$ cat src/rtl/memreg_bank_arbiter.sv
// memreg_bank_arbiter: two-requester arbiter/sequencer for a bank of memory register bits.
// MEMREG_ARB_RR_EN selects round-robin arbitration; undefined gives fixed priority to requester 0.
module memreg_bank_arbiter #(
  parameter int DEPTH = 8,
  parameter int AW = 3
) (
  input  logic             clk,
  input  logic             reset,
  input  logic             req0,
  input  logic             req1,
  input  logic             wr0,
  input  logic             wr1,
  input  logic [AW-1:0]    addr0,
  input  logic [AW-1:0]    addr1,
  input  logic             din0,
  input  logic             din1,
  output logic             ack0,
  output logic             ack1,
  output logic             rdata,
  output logic             busy,
  output logic [DEPTH-1:0] mem_enter,
  output logic             mem_set,
  output logic             mem_d,
  input  logic [DEPTH-1:0] mem_q
);
  typedef enum logic [1:0] {INIT, IDLE, ACCESS, DONE} state_t;
  state_t r_state, w_next;
  logic r_wr, r_din, r_gnt, r_rdata;
  logic [AW-1:0] r_addr;
  logic [DEPTH-1:0] w_sel;
  logic w_win, w_go;
  assign w_go = r_state == IDLE && (req0 || req1);
`ifdef MEMREG_ARB_RR_EN
  logic r_ptr;
  assign w_win = (req0 && req1) ? r_ptr : !req0;
  always_ff @(posedge clk or posedge reset)
    if (reset) r_ptr <= 1'b0;
    else if (w_go) r_ptr <= !w_win;
`else
  assign w_win = !req0;
`endif
  // out-of-range addresses match no cell, so they neither write nor read
  for (genvar i = 0; i < DEPTH; i++) begin : g_sel
    assign w_sel[i] = r_addr == AW'(i);
  end
  always_comb
    w_next = r_state == INIT ? IDLE :
             r_state == IDLE ? (w_go ? ACCESS : IDLE) :
             r_state == ACCESS ? DONE : IDLE;
  always_ff @(posedge clk or posedge reset)
    if (reset) begin
      r_state <= INIT;
      r_wr <= 1'b0;
      r_din <= 1'b0;
      r_gnt <= 1'b0;
      r_addr <= '0;
      r_rdata <= 1'b0;
    end else begin
      r_state <= w_next;
      if (w_go) begin
        r_gnt <= w_win;
        r_wr <= w_win ? wr1 : wr0;
        r_din <= w_win ? din1 : din0;
        r_addr <= w_win ? addr1 : addr0;
      end
      if (r_state == ACCESS && !r_wr) r_rdata <= |(w_sel & mem_q);
    end
  assign mem_enter = (r_state == ACCESS && r_wr) ? w_sel : '0;
  assign mem_d = r_state == ACCESS && r_wr && r_din;
  assign mem_set = r_state == INIT;
  assign busy = r_state != IDLE;
  assign ack0 = r_state == DONE && !r_gnt;
  assign ack1 = r_state == DONE && r_gnt;
  assign rdata = r_rdata;
endmodule

$ cat config.mk
export PLATFORM = sky130hd
export DESIGN_NAME = memreg_bank_arbiter
export DESIGN_NICKNAME = d
export VERILOG_FILES = /design/src/rtl/memreg_bank_arbiter.sv
export SDC_FILE = /design/constraint.sdc
export NUM_CORES = 1
export LEC_CHECK = 0
export ABC_AREA = 1
export CORE_AREA = 2 2 45 47
export DETAILED_ROUTE_END_ITERATION = 10
export DIE_AREA = 0 0 47 49
export PLACE_DENSITY = 0.83
export SYNTH_ARGS = -nofsm -noshare
export SYNTH_HDL_FRONTEND = slang
export SYNTH_SLANG_ARGS = --single-unit
$ cat constraint.sdc
create_clock -name clk -period 1.41 [get_ports clk]
set_input_delay 0.2115 -clock clk [delete_from_list [all_inputs] [get_ports clk]]
set_output_delay 0.2115 -clock clk [all_outputs]
set_load 0.01 [all_outputs]
==> summary.md <==
| Metric | Value |
|---|---|
| Outcome | `complete, but fails checks` |
| Failing checks | `negative setup slack` |
| Layout cells sized above 1 | `39.3%` |
| Cell Area, Synth | `593 um2` |
| Hold Vio Cnt, Final | `0` |
| Unique masters post-synth | `16` |
| Fmax | `661 MHz` |
| DR vias | `783` |
| IO Port Bufs | `35` |
| Post-synth ARST share | `100%` |
| Largest net degree at the start of global routing | `11` |
| Critical path arrival | `1.30 ns` |
| Area leader, netlist | `dfrtp_1` |
| Yosys Warn Count | `0` |
| Main combinational cell family by area after synthesis | `simple AND/OR/NAND/NOR gates` |
| Hold Crit Class | `primary input to async pin` |
| Minimum clock period | `1.51 ns` |
| Period utilization | `107%` |
| Reg2Reg Depth | `7` |
| CTS max path bufs | `2` |
| Slew margin rel. | `78.4%` |
| Hold Worst Slack | `0.204 ns` |
| # rows | `16` |
| WS Path Type | `flip-flop to output pin` |
| Routed Antenna Nets | `0` |
| I/O pin total | `36` |
| Main flop type after synthesis | `dfrtp_1` |
| H-tree depth | `1` |
| Overall routed net length | `1.85 mm` |
| CP Launch Point | `r_addr[1]` |
| Worst-Skew Late Latency | `0.26 ns` |
| Placed instance area | `1040 um2` |
| Syn nets | `105` |
| Pleak | `0.533 nW` |
| Worst slew pin tran | `0.323 ns` |
| GP Congestion | `0.721` |
| First DRT Iteration DRCs | `10` |
| Routed len/inst | `11.4 um` |
| XOR/XNOR share of the synthesized area | `0%` |
| First-pass DRT Iterations | `4` |
| Crit path required time | `1.20 ns` |
| Die Span X | `47 um` |
| Pwr Density | `1860 nW/um2` |
| Via/cell ratio | `4.83` |
| Final #Nets | `158` |
| RSZ-0062 raised after global routing | `true` |
| # hold bufs at CTS | `0` |
| Setup violators final | `7` |
| Fillcell total | `184` |
| Commonest cells post-synth | `nand2_1 (20), nor2_1 (13), dfrtp_1 (9)` |
| Number of max-cap violations | `0` |
| Worst vdd ir | `0.00112 V` |
| Initial Util | `32.2%` |
| Fin Clk Skew | `0.00486 ns` |
| P&R area growth vs syn | `92.6%` |
| CTS tree | `done` |
| Yosys top cell area share | `38.0%` |
| Adder-cell area share of the yosys netlist | `0%` |
| R2R Path Start | `r_state[1]` |
| Detail Placement HPWL | `1.35 mm` |
| Total GRT Usage | `16.7%` |
| GRT Residual Overflow | `0` |
| Max FO, Critical Path | `6` |
| Post-Synth Simple-Gate Area | `40.9%` |
| Most common cell in the synthesized netlist | `nand2_1` |
| Core ar. | `1840 um2` |
| Syn Inst Count | `83` |
| Syn Area/Cell | `7.15 um2` |
| Compound-Gate Fraction of Synth Area | `6.96%` |
| Worst Slack Setup Final | `-0.102 ns` |
| Clk Tree Root Cell | `clkbuf_4` |
| Diodes inserted | `0` |
| Sequential share of the synthesized area | `38.0%` |
| Worst Setup Start Kind | `flip-flop` |
| Clock Pin Slew Worst Setup and Hold Paths | `0.06 ns` |
| Cell area after layout | `1140 um2` |
| Chip Height | `49 um` |
| Post-synthesis mux area share | `0%` |
| Die Area | `2300 um2` |
| Initial antenna violation count | `0` |
| Vias in the first global route | `739` |
| Core Util, Final | `62.0%` |
| CTS sink count | `9` |
| Crit. End Element | `output pin` |
| Post-synth EDFFs | `0` |
| Residual DRC | `0` |
| Seq cells post-synth | `9` |
| TritonCTS Buffers | `3` |
| First-pass GRT wire length | `2.84 mm` |
| Top post-synthesis cells by area | `dfrtp_1 (38%), nand2_1 (13%), nor4_1 (8.4%)` |
| Final Slew Violations | `0` |
[cell usage in the layout (no fill, tap or decap), types with 2 or more instances in the layout]
cell / synthesis / final
a31oi_1: 5 / 5
buf_2: 0 / 13
buf_4: 3 / 14
buf_6: 1 / 2
clkbuf_4: 0 / 3
clkdlybuf4s50_1: 0 / 22
dfrtp_1: 9 / 6
dfrtp_2: 0 / 3
inv_1: 8 / 5
inv_2: 1 / 2
inv_4: 0 / 2
nand2_1: 20 / 19
nand3_4: 0 / 2
nand4_1: 6 / 6
nor2_1: 13 / 12
nor3_2: 0 / 2
nor4_1: 8 / 4
nor4_2: 0 / 2
nor4_4: 0 / 2
[sequential cells by signal (all words and copies together), names as in the netlist]
register	count
r_addr	3
r_state	2
r_din	1
r_gnt	1
r_wr	1
rdata	1
[critical path, stage by stage (launching register included)]
cell and delay (ns):
dfrtp_2 0.45, buf_4 0.16, nor4_4 0.26, buf_2 0.17
[area by class of cell]
cell class	instances	area (um2)	area share [%]
clock buffer	3	22.5	1.97
clock inverter	1	5.00	0.438
inverter	10	55.1	4.82
multi-input combinational	61	384	33.6
sequential	9	229	20.0
tap	27	33.8	2.96
timing repair buffer	51	413	36.1
[power breakdown]
part	switching (mW)	internal [mW]
Sequential	0.181	0.399
Combinational	0.716	0.635
Clock	0.0900	0.104
[cell families (layout without fill, tap and decap cells)]
group	Yosys count	in the layout
simple gates	53	54
buf+inv	14	65
flops	9	9
compound gates	7	7
[stage by stage]
step                power (mW)  TNS, ns  worst slack, ns  std cells
floorplan                 1.12        0            0.142         83
global placement          1.60    -2.10           -0.250        154
detailed placement        1.63    -2.63           -0.338        154
CTS                       1.87   -0.130          -0.0478        159
global route              2.31   -0.915           -0.166        162
finish                    2.13   -0.381           -0.102        162
[worst paths after layout]
kind | slack (ns) | endpoint
max in group asynchronous | 0.94 | r_state[1]
min in group clk | 0.50 | r_addr[1]
setup / recovery | -0.10 | mem_enter[1]
hold reg to reg | 0.53 | rdata
hold / removal | 0.20 | r_state[0]
setup reg to reg | 0.10 | r_addr[0]
[repair_timing]
action / in CTS / in global routing
pin swaps: 1 / 11
endpoints found under the setup margin: 13 / 19
setup buffers: 1 / 3
gates resized for setup: 63 / 22
cloned: 0 / 1
[routing by layer]
metal | routed length (um) | global-route usage, %
met1 | 733 | 17.9
met2 | 967 | 29.2
met3 | 119 | 4.81
met4 | 25 | 6.48
met5 | 0 | 0
Power figures use the tool's default switching activity.
